File: src/rtl/pipelined_addsub_if.sv
// Operand/result stream bundle for pipelined_addsub: the operand beat on the input side,
// the result and flags on the output side. The master drives operands; the slave is the adder.
interface pipelined_addsub_if #(
  parameter int unsigned WIDTH = 16
) ();
  logic             in_valid;
  logic             in_ready;
  logic [WIDTH-1:0] a;
  logic [WIDTH-1:0] b;
  logic             carryin;
  logic             sub;
  logic             out_valid;
  logic             out_ready;
  logic [WIDTH-1:0] sum;
  logic             carryout;
  logic             overflow;
  logic             zero;

  modport master (
    output in_valid, a, b, carryin, sub, out_ready,
    input  in_ready, out_valid, sum, carryout, overflow, zero
  );

  modport slave (
    input  in_valid, a, b, carryin, sub, out_ready,
    output in_ready, out_valid, sum, carryout, overflow, zero
  );
endinterface

File: src/rtl/pipelined_addsub.sv
// Pipelined add/subtract: one CHUNK-bit slice per stage, carry registered between stages.
// Define PIPELINED_ADDSUB_SATURATE_EN to clamp the result on signed overflow.
module pipelined_addsub #(
  parameter int unsigned WIDTH = 16,
  parameter int unsigned CHUNK = 4
) (
  input  logic              clk,
  input  logic              rst_n,
  pipelined_addsub_if.slave bus_io
);
  localparam int unsigned STAGES = WIDTH / CHUNK;

  logic             adv;
  logic             vld_d;
  logic             cout_d;
  logic             ovf_d;
  logic [WIDTH-1:0] res_d;

  logic             out_v_q;
  logic             cout_q;
  logic             ovf_q;
  logic             zero_q;
  logic [WIDTH-1:0] sum_q;

  // A single stall signal freezes every stage, bubbles included.
  assign adv             = !out_v_q || bus_io.out_ready;
  assign bus_io.in_ready = adv;

  for (genvar k = 0; k < STAGES; k++) begin : g_stage
    // R: operand bits not yet consumed on entry; L: sum bits already resolved on entry.
    localparam int unsigned R = WIDTH - k * CHUNK;
    localparam int unsigned L = k * CHUNK;

    logic               v_in;
    logic               c_in;
    logic [R-1:0]       a_in;
    logic [R-1:0]       b_in;
    logic [CHUNK:0]     part;
    logic [L+CHUNK-1:0] s_full;

    assign part = {1'b0, a_in[CHUNK-1:0]} + {1'b0, b_in[CHUNK-1:0]} + {{CHUNK{1'b0}}, c_in};

    if (k == 0) begin : g_head
      assign v_in   = bus_io.in_valid;
      assign a_in   = bus_io.a;
      assign b_in   = bus_io.sub ? ~bus_io.b : bus_io.b;
      assign c_in   = bus_io.sub | bus_io.carryin;
      assign s_full = part[CHUNK-1:0];
    end else begin : g_body
      assign v_in   = g_stage[k-1].g_mid.v_q;
      assign a_in   = g_stage[k-1].g_mid.a_q;
      assign b_in   = g_stage[k-1].g_mid.b_q;
      assign c_in   = g_stage[k-1].g_mid.c_q;
      assign s_full = {part[CHUNK-1:0], g_stage[k-1].g_mid.s_q};
    end

    if (k < STAGES - 1) begin : g_mid
      logic               v_q;
      logic               c_q;
      logic [R-CHUNK-1:0] a_q;
      logic [R-CHUNK-1:0] b_q;
      logic [L+CHUNK-1:0] s_q;

      always_ff @(posedge clk or negedge rst_n) begin
        if (!rst_n) begin
          v_q <= 1'b0;
          c_q <= 1'b0;
          a_q <= '0;
          b_q <= '0;
          s_q <= '0;
        end else if (adv) begin
          v_q <= v_in;
          if (v_in) begin
            c_q <= part[CHUNK];
            a_q <= a_in[R-1:CHUNK];
            b_q <= b_in[R-1:CHUNK];
            s_q <= s_full;
          end
        end
      end
    end else begin : g_tail
      // Same-sign operands producing an opposite-sign sum is signed overflow.
      assign ovf_d  = (a_in[R-1] == b_in[R-1]) && (s_full[WIDTH-1] != a_in[R-1]);
      assign vld_d  = v_in;
      assign cout_d = part[CHUNK];
`ifdef PIPELINED_ADDSUB_SATURATE_EN
      assign res_d  = !ovf_d     ? s_full :
                      a_in[R-1] ? {1'b1, {(WIDTH-1){1'b0}}} :
                                  {1'b0, {(WIDTH-1){1'b1}}};
`else
      assign res_d  = s_full;
`endif
    end
  end

  always_ff @(posedge clk or negedge rst_n) begin
    if (!rst_n) begin
      out_v_q <= 1'b0;
      sum_q   <= '0;
      cout_q  <= 1'b0;
      ovf_q   <= 1'b0;
      zero_q  <= 1'b0;
    end else if (adv) begin
      out_v_q <= vld_d;
      if (vld_d) begin
        sum_q  <= res_d;
        cout_q <= cout_d;
        ovf_q  <= ovf_d;
        zero_q <= ~|res_d;
      end
    end
  end

  assign bus_io.out_valid = out_v_q;
  assign bus_io.sum       = sum_q;
  assign bus_io.carryout  = cout_q;
  assign bus_io.overflow  = ovf_q;
  assign bus_io.zero      = zero_q;
endmodule

File: src/flat_wrapper.sv
// flat-port wrapper written by rule: the top's interface ports become plain ports
module pipelined_addsub_flat 
#(
  parameter int unsigned WIDTH = 16,
  parameter int unsigned CHUNK = 4
)
  (clk, rst_n, bus_io_in_valid, bus_io_a, bus_io_b, bus_io_carryin, bus_io_sub, bus_io_out_ready, bus_io_in_ready, bus_io_out_valid, bus_io_sum, bus_io_carryout, bus_io_overflow, bus_io_zero);
  pipelined_addsub_if #(.WIDTH(WIDTH)) bus_io_i ();
  input  logic clk;
  input  logic rst_n;
  input wire logic [$bits(bus_io_i.in_valid)-1:0] bus_io_in_valid;
  input wire logic [$bits(bus_io_i.a)-1:0] bus_io_a;
  input wire logic [$bits(bus_io_i.b)-1:0] bus_io_b;
  input wire logic [$bits(bus_io_i.carryin)-1:0] bus_io_carryin;
  input wire logic [$bits(bus_io_i.sub)-1:0] bus_io_sub;
  input wire logic [$bits(bus_io_i.out_ready)-1:0] bus_io_out_ready;
  output wire logic [$bits(bus_io_i.in_ready)-1:0] bus_io_in_ready;
  output wire logic [$bits(bus_io_i.out_valid)-1:0] bus_io_out_valid;
  output wire logic [$bits(bus_io_i.sum)-1:0] bus_io_sum;
  output wire logic [$bits(bus_io_i.carryout)-1:0] bus_io_carryout;
  output wire logic [$bits(bus_io_i.overflow)-1:0] bus_io_overflow;
  output wire logic [$bits(bus_io_i.zero)-1:0] bus_io_zero;
  assign bus_io_i.in_valid = bus_io_in_valid;
  assign bus_io_i.a = bus_io_a;
  assign bus_io_i.b = bus_io_b;
  assign bus_io_i.carryin = bus_io_carryin;
  assign bus_io_i.sub = bus_io_sub;
  assign bus_io_i.out_ready = bus_io_out_ready;
  assign bus_io_in_ready = bus_io_i.in_ready;
  assign bus_io_out_valid = bus_io_i.out_valid;
  assign bus_io_sum = bus_io_i.sum;
  assign bus_io_carryout = bus_io_i.carryout;
  assign bus_io_overflow = bus_io_i.overflow;
  assign bus_io_zero = bus_io_i.zero;
  pipelined_addsub #(.WIDTH(WIDTH), .CHUNK(CHUNK)) u_core (.clk(clk), .rst_n(rst_n), .bus_io(bus_io_i));
endmodule
File: config.mk
export PLATFORM = sky130hd
export DESIGN_NAME = pipelined_addsub_flat
export DESIGN_NICKNAME = d
export VERILOG_FILES = /design/src/rtl/pipelined_addsub_if.sv /design/src/rtl/pipelined_addsub.sv /design/src/flat_wrapper.sv
export SDC_FILE = /design/constraint.sdc
export NUM_CORES = 1
export LEC_CHECK = 0
export CAP_MARGIN = 20
export CORE_MARGIN = 2
export CORE_UTILIZATION = 55
export CTS_CLUSTER_SIZE = 8
export DETAILED_ROUTE_END_ITERATION = 6
export PLACE_DENSITY = 0.9
export SLEW_MARGIN = 0
export SYNTH_ARGS = -nofsm -noshare
export SYNTH_HDL_FRONTEND = slang
export SYNTH_SLANG_ARGS = --single-unit
File: constraint.sdc
create_clock -name clk -period 2.66 [get_ports clk]
set_clock_uncertainty 0.1 [all_clocks]
set_input_delay 0.532 -clock clk [delete_from_list [all_inputs] [get_ports clk]]
set_output_delay 0.532 -clock clk [all_outputs]
set_load 0.05 [all_outputs]
==> results of run 1 <==
## registers in the layout, summed over array words and instances, names as in the netlist
name	cells
u_core.bus_io.carryout	1
u_core.bus_io.out_valid	1
u_core.bus_io.overflow	1
u_core.bus_io.sum	16
u_core.bus_io.zero	1
u_core.g_stage.g_mid.a_q	24
u_core.g_stage.g_mid.b_q	24
u_core.g_stage.g_mid.c_q	3
u_core.g_stage.g_mid.s_q	24
u_core.g_stage.g_mid.v_q	3
## worst paths after layout
kind                                                     start  depth (start not counted)                             end  slack [ns]
min in group asynchronous                                rst_n                          2  u_core.g_stage[0].g_mid.a_q[0]        0.51
max in group asynchronous                                rst_n                          3  u_core.g_stage[1].g_mid.b_q[0]        1.27
worst min-delay path            u_core.g_stage[0].g_mid.b_q[6]                          2  u_core.g_stage[0].g_mid.b_q[6]        0.38
worst max register to register  u_core.g_stage[2].g_mid.b_q[0]                          7              u_core.bus_io.zero        0.27
worst max-delay path            u_core.g_stage[2].g_mid.b_q[0]                          7              u_core.bus_io.zero        0.27
worst min register to register  u_core.g_stage[0].g_mid.b_q[6]                          2  u_core.g_stage[0].g_mid.b_q[6]        0.38
## stage by stage
stage          setup slack (ns)  hold slack, ns   util  TNS (ns)
2_1_floorplan             0.300           0.136      -         0
3_3_place_gp             0.0937           0.359  0.640         0
3_5_place_dp            -0.0316           0.368  0.640   -0.0316
4_1_cts                   0.274           0.391  0.668         0
5_1_grt                   0.133           0.414  0.668         0
6_report                  0.268           0.385  0.668         0
## cell usage after synthesis, drive strengths merged
library cell	n
xor2	8
clkbuf	1
o21a	1
a22oi	1
ha	12
nor2b	3
nand4	1
nand2b	1
nor4b	1
mux2	64
nor3b	2
o31ai	4
nand2	34
and2	1
o21ai	31
nor4	2
xnor2	15
a21oi	6
fa	8
nor2	4
inv	20
dfrtp	98
buf	13
a21boi	2
a21o	3
## power by group
part	internal (mW)	leakage [nW]	switching, mW	total [mW]
clock	0.533	0.107	0.510	1.04
combinational	1.51	1.22	1.54	3.05
sequential	2.15	1.18	0.465	2.61
total	4.19	2.51	2.52	6.70
## metal layers
metal,GRT usage,vias up,routed length (um)
met2,0.322,69,3920
li1,-,1257,-
met3,0.0332,16,300
met5,0,-,0
met4,0.100,0,189
met1,0.257,1317,3410
## cell families (layout without fill, tap and decap cells)
logic type | after synthesis | count (layout) | synth area share
buffers and inverters | 34 | 99 | 0.0467
multiplexers | 64 | 64 | 0.188
flip-flops | 98 | 98 | 0.535
adder cells (fa/ha/maj) | 20 | 20 | 0.0677
XOR/XNOR | 23 | 23 | 0.0440
AND/OR/NAND/NOR | 49 | 49 | 0.0595
AO/OA/AOI/OAI | 48 | 48 | 0.0584
## repair_timing
action | 4_1_cts | 5_1_grt
hold endpoints to repair | 25 | 0
setup endpoints to repair | 0 | 0
buffers inserted | 0 | 0
hold buffers | 1 | 0
## cell type report
cell class / instances / area, um^2
Fill cell: 559 / 2700
Sequential cell: 98 / 2450
Multi-Input combinational cell: 204 / 1920
Timing Repair Buffer: 63 / 641
Tap cell: 105 / 131
Clock buffer: 10 / 128
Clock inverter: 6 / 90.1
Inverter: 20 / 75.1
## cells in the final DEF, fill, tap and decap left out
cell             Yosys  layout
a21boi_0             2       2
a21o_1               3       3
a21oi_1              6       6
a22oi_1              1       1
and2_2               1       1
buf_12               1       2
buf_4                0       4
bufinv_16            0       2
clkbuf_1             0       1
clkbuf_8             0       9
clkdlybuf4s50_1      0      56
clkinv_2             0       1
clkinv_4             0       1
clkinvlp_4           0       1
dfrtp_1             98      98
dlygate4sd3_1        0       1
fa_1                 8       8
ha_1                12      12
inv_1               20      20
inv_6                0       1
mux2_2              26      26
mux2_4              38      38
nand2_1             30      30
nand2_4              2       2
nand2_8              2       2
nand2b_4             1       1
nand4_1              1       1
nor2_1               4       4
nor2b_1              3       3
nor3b_1              2       2
nor4_1               2       2
nor4b_1              1       1
o21a_1               1       1
o21ai_0             30      30
o21ai_1              1       1
o31ai_1              4       4
xnor2_1             15      15
xor2_1               8       8
## tightest hold or removal path, stage by stage, from the launching register on
cell and delay (ns):
dfrtp_1 0.35, nand2_1 0.05, o21ai_0 0.06
==> impl_results.md, run 1 <==
* Run status: completed
* Area growth from synthesis to final layout at 18.6%
* CTS max path bufs at 2
* Clock Latency Late Sink at 0.36 ns
* Number of standard cells in the final layout excluding fillers at 506
* Tightest Hold Check Type: reg2reg
* Clock Tree Root: clkbuf_8
* Number of I/O port buffers at 58
* Chain of cells forming the critical path: inv_1 -> fa_1 -> inv_1 -> fa_1 -> nor4_1 -> nand4_1 -> o31ai_1
* Final hold viol count at 0
* Gates resized, CTS repair at 0
* DRT Pass-1 Iters at 4
* Die Area at 0.00908 mm^2
* Antenna cells at 0
* Total number of vias at 2,659
* Total routed wirelength at 7820 um
* Drt first-iter violations at 88
* Cell family with most CP delay: adder cells
* Wire length of the first global-routing pass at 13,400 um
* Synthesized flop and latch total at 98
* Yosys warns at 0
* DIE WIDTH at 95.3 um
* Arrival time at the worst endpoint at 2.56 ns
* Final worst-path cycle share at 0.899
* Final-report max-slew violation count at 0
* Clock buffer count from CTS at 9
* Top post-synthesis cells by area: dfrtp_1 (54%), mux2_4 (12%), mux2_2 (6.4%)
* Floorplan row count at 33
* Fin nets at 454
* Leakage dissipation at 2.51 nW
* Path type of the worst setup path: reg2reg
* Die height at 95.3 um
* Remaining global-route overflow at 0
* Required @ worst endpoint at 2.83 ns
* VDD IR-drop max at 0.507 mV
* Cell taking the most area after synthesis: dfrtp_1
* Io pins at 59
* Maximum fanout along the worst path at 2
* Final-report setup violation count at 0
* H-tree depth at 3
* Sort of element at the end of the critical path: register
* Sequential element share of the synthesized area at 0.535
* Routed wire length per instance at 15.4 um
* Share of the synthesized area in the top cell type at 0.535
* Synthesized area at 0.00458 mm^2
* Maximum number of pins on one net before global-route repair at 47
* Layout cell share with drive strength beyond 1 at 0.227
* Initial antenna violation count at 0
* Antenna Violating Nets Remaining at 0
* P per Cell Area at 1230 mW/mm^2
* Net count after synthesis at 394
* TritonCTS clock tree: yes
* Synth unique cells at 32
* Synthesized area per cell at 13.6 um^2
* # DRC at 0
* Max Freq at 418 MHz
* Worst path slowest cell: fa_1
* DP Wirelength at 5790 um
* Number of instances in the synthesized netlist at 336
* Total power consumption of the routed design at 6.70 mW
* Instance area after placement at 0.00520 mm^2
* Maximum single-stage delay on the critical path at 0.47 ns
* Via density at 5.25
* Max capacitance violation total at 0
* Total buffers and inverters traversed by the critical path at 2
* Weighted congestion reported at the end of routability-driven placement at 0.781
* Starting Density at 0.563
* # placed instances at 489
* Startpoint class of the critical path: register
* Overall global routing resource usage at 0.198
* Fin area at 0.00543 mm^2
* Worst-case headroom to the max-slew limit at 0.666
* Sinks on Clock Net at 98
* Final critical delay including setup and external delays at 2.39 ns
* Placeable core region at 0.00813 mm^2
* Actual transition at the worst max-transition pin at 0.499 ns
* Clock slew at reported path FFs at 0.09 ns
* Via count of the first global-routing pass at 2,755
* Unrepaired setup endpoints after global routing: no
Power figures use the tool's default switching activity.
==> run 2, diff against run 1 <==
--- a/config.mk
+++ b/config.mk
@@ -7,10 +7,11 @@
 export LEC_CHECK = 0
 export CAP_MARGIN = 20
 export CORE_MARGIN = 2
-export CORE_UTILIZATION = 55
+export CORE_UTILIZATION = 50
 export CTS_CLUSTER_SIZE = 8
 export DETAILED_ROUTE_END_ITERATION = 6
-export PLACE_DENSITY = 0.9
+export DONT_BUFFER_PORTS = 1
+export PLACE_DENSITY = 0.76
 export SLEW_MARGIN = 0
 export SYNTH_ARGS = -nofsm -noshare
 export SYNTH_HDL_FRONTEND = slang
==> constraint.sdc (replaced) <==
create_clock -name clk -period 2.9 [get_ports clk]
set_clock_uncertainty 0.1 [all_clocks]
set_input_delay 0.58 -clock clk [delete_from_list [all_inputs] [get_ports clk]]
set_output_delay 0.58 -clock clk [all_outputs]
set_load 0.05 [all_outputs]
==> run 2 against run 1 <==
Effect of this change: the flow now finishes with violations (negative hold slack); sequential power up 9.2%; cell count down 12%; via count down 12%; non-clock buffer count down 63; global-route usage down 4.2 points; sequential share of layout area up 6.0 points; routed wire length down 7.9%; clock power down 8%; maximum frequency up 8.5%; clock-buffer cell count down 1.
==> impl_results.md, run 2 (synthesized netlist as in run 1, its figures left out) <==
* Startpoint class of the critical path: register (unchanged)
* Die Area at 0.00995 mm^2 (was 0.00908 mm^2)
* Final-report max-slew violation count at 0 (unchanged)
* Path type of the worst setup path: reg2reg (unchanged)
* Antenna Violating Nets Remaining at 0 (unchanged)
* Die height at 99.7 um (was 95.3 um)
* Setup total negative slack at 0 ns (unchanged)
* Leakage dissipation at 2.25 nW (was 2.51 nW)
* Sort of element at the end of the critical path: register (unchanged)
* Final-report setup violation count at 0 (unchanged)
* Maximum fanout along the worst path at 2 (unchanged)
* Drt first-iter violations at 68 (was 88)
* DRT Pass-1 Iters at 4 (unchanged)
* Violated checks: negative hold slack
* Final critical delay including setup and external delays at 2.21 ns (was 2.39 ns)
* Number of standard cells in the final layout excluding fillers at 445 (was 506)
* Weighted congestion reported at the end of routability-driven placement at 0.699 (was 0.781)
* VDD IR-drop max at 0.453 mV (was 0.507 mV)
* Remaining global-route overflow at 0 (unchanged)
* Wire length of the first global-routing pass at 12,100 um (was 13,400 um)
* Layout cell share with drive strength beyond 1 at 0.252 (was 0.227)
* Post-CTS repair timing setup buffer count at 0 (unchanged)
* Initial antenna violation count at 0 (unchanged)
* DIE WIDTH at 99.7 um (was 95.3 um)
* Gates resized, CTS repair at 0 (unchanged)
* Final hold viol count at 98 (was 0)
* Final worst-path cycle share at 0.760 (was 0.899)
* Clock slew at reported path FFs at 0.09 ns (about the same)
* Starting Density at 0.520 (was 0.563)
* Clock Tree Root: clkbuf_8 (unchanged)
* Area growth from synthesis to final layout at 4.62% (was 18.6%)
* Maximum number of pins on one net before global-route repair at 99 (was 47)
* Actual transition at the worst max-transition pin at 0.522 ns (was 0.499 ns)
* Run status: complete, but fails checks (was completed)
* Fill cell count at 739 (was 559)
* Overall global routing resource usage at 0.155 (was 0.198)
* DP Wirelength at 5240 um (was 5790 um)
* Total number of vias at 2,344 (was 2,659)
* Most frequent cells in the layout: dfrtp_1 (98), mux2_4 (38), nand2_1 (30), o21ai_0 (30), mux2_2 (26) (was dfrtp_1 (98), clkdlybuf4s50_1 (56), mux2_4 (38))
* Max Freq at 453 MHz (was 418 MHz)
* Minimum hold slack at -0.194 ns (was 0.385 ns)
* # DRC at 0 (unchanged)
* Via density at 5.27 (was 5.25)
* Via count of the first global-routing pass at 2,379 (was 2,755)
* Routed wire length per instance at 16.2 um (was 15.4 um)
* Leading registers by flop count: u_core.g_stage.g_mid.a_q: 24 flops, u_core.g_stage.g_mid.b_q: 24 flops, u_core.g_stage.g_mid.s_q: 24 flops (unchanged)
* Antenna cells at 0 (unchanged)
* Clock buffer count from CTS at 9 (unchanged)
* Footprint of the multi-input gates at 0.00192 mm^2 (unchanged)
* Fin nets at 391 (was 454)
* Worst-case headroom to the max-slew limit at 0.652 (was 0.666)
* H-tree depth at 3 (unchanged)
* Register-to-Register Path Depth at 7 (unchanged)
* Max capacitance violation total at 0 (unchanged)
* TritonCTS clock tree: yes (unchanged)
* Tightest Hold Check Type: in2async (was reg2reg)
* Sinks on Clock Net at 98 (unchanged)
* Total routed wirelength at 7200 um (was 7820 um)
* Io pins at 59 (unchanged)
* Placeable core region at 0.00881 mm^2 (was 0.00813 mm^2)
* FF/Latch Area at 0.00245 mm^2 (unchanged)
* Most common cell after layout, fill and taps aside: dfrtp_1 (unchanged)
* # placed instances at 430 (was 489)
* Floorplan row count at 34 (was 33)
* Unrepaired setup endpoints after global routing: no (unchanged)
* P per Cell Area at 1200 mW/mm^2 (was 1230 mW/mm^2)
* Required @ worst endpoint at 3.06 ns (was 2.83 ns)
* CTS max path bufs at 2 (unchanged)
* Clock Latency Late Sink at 0.35 ns (was 0.36 ns)
* Arrival time at the worst endpoint at 2.37 ns (was 2.56 ns)
* Number of I/O port buffers at 0 (was 58)
-- run 2: cell types whose count changed in the layout (fill, tap and decap cells not counted) --
cell             previous run  this run
clkinvlp_4                  1         3
buf_12                      2         0
clkinv_4                    1         0
clkdlybuf4s50_1            56         0
dlygate4sd3_1               1         0
clkinv_2                    1         0
buf_4                       4         0
clkbuf_1                    1         0
-- run 2: path summary, 6_finish.rpt --
| kind | startpoint | to | slack (ns) |
|---|---|---|---|
| max | u_core.g_stage[2].g_mid.b_q[0] | u_core.bus_io.zero | 0.69 |
| max in group asynchronous | rst_n | u_core.g_stage[2].g_mid.s_q[6] | 2.72 |
| min in group clk | bus_io_a[14] | u_core.g_stage[0].g_mid.a_q[10] | 0.26 |
| min | rst_n | u_core.g_stage[0].g_mid.a_q[0] | -0.19 |
| min reg2reg | u_core.g_stage[1].g_mid.s_q[5] | u_core.g_stage[1].g_mid.s_q[5] | 0.39 |
| max reg2reg | u_core.g_stage[2].g_mid.b_q[0] | u_core.bus_io.zero | 0.69 |
-- run 2: critical path, cell delays in order (launching register included) --
cell	delay, ns
dfrtp_1	0.36
inv_1	0.06
fa_1	0.44
inv_1	0.08
fa_1	0.43
nor4_1	0.32
nand4_1	0.13
o31ai_1	0.20
-- run 2: per-layer routing --
metal	share of wire	up-vias	global-route usage	routed length [um]
li1	-	1129	-	-
met1	0.50	1152	0.223	3590
met2	0.44	54	0.235	3200
met3	0.044	9	0.0323	314
met4	0.014	0	0.0569	99
met5	0	-	0	0
-- run 2: where the power goes --
group | internal, mW | leakage [nW] | switching (mW) | total (mW)
registers | 1.96 | 1.18 | 0.887 | 2.85
logic | 1.11 | 0.964 | 0.826 | 1.94
clock network | 0.484 | 0.0979 | 0.471 | 0.955
total | 3.56 | 2.25 | 2.18 | 5.74
-- run 2: final cells by class --
cell class	instances	share of cell area
Multi-Input combinational cell	204	0.400
Clock inverter	6	0.0191
Inverter	20	0.0157
Clock buffer	9	0.0258
Sequential cell	98	0.512
Tap cell	108	0.0282
-- run 2: through the flow --
stage          cell area, um^2  hold WS [ns]  total power, mW   util  setup slack, ns
2_1_floorplan             4580         0.184             4.49      -            0.492
3_3_place_gp              4580         0.186             4.72  0.520            0.824
3_5_place_dp              4580         0.186             4.85  0.520            0.684
4_1_cts                   4790        -0.208             5.80  0.544            0.667
5_1_grt                   4790        -0.217             6.14  0.544            0.495
6_report                  4790        -0.194             5.74  0.544            0.695
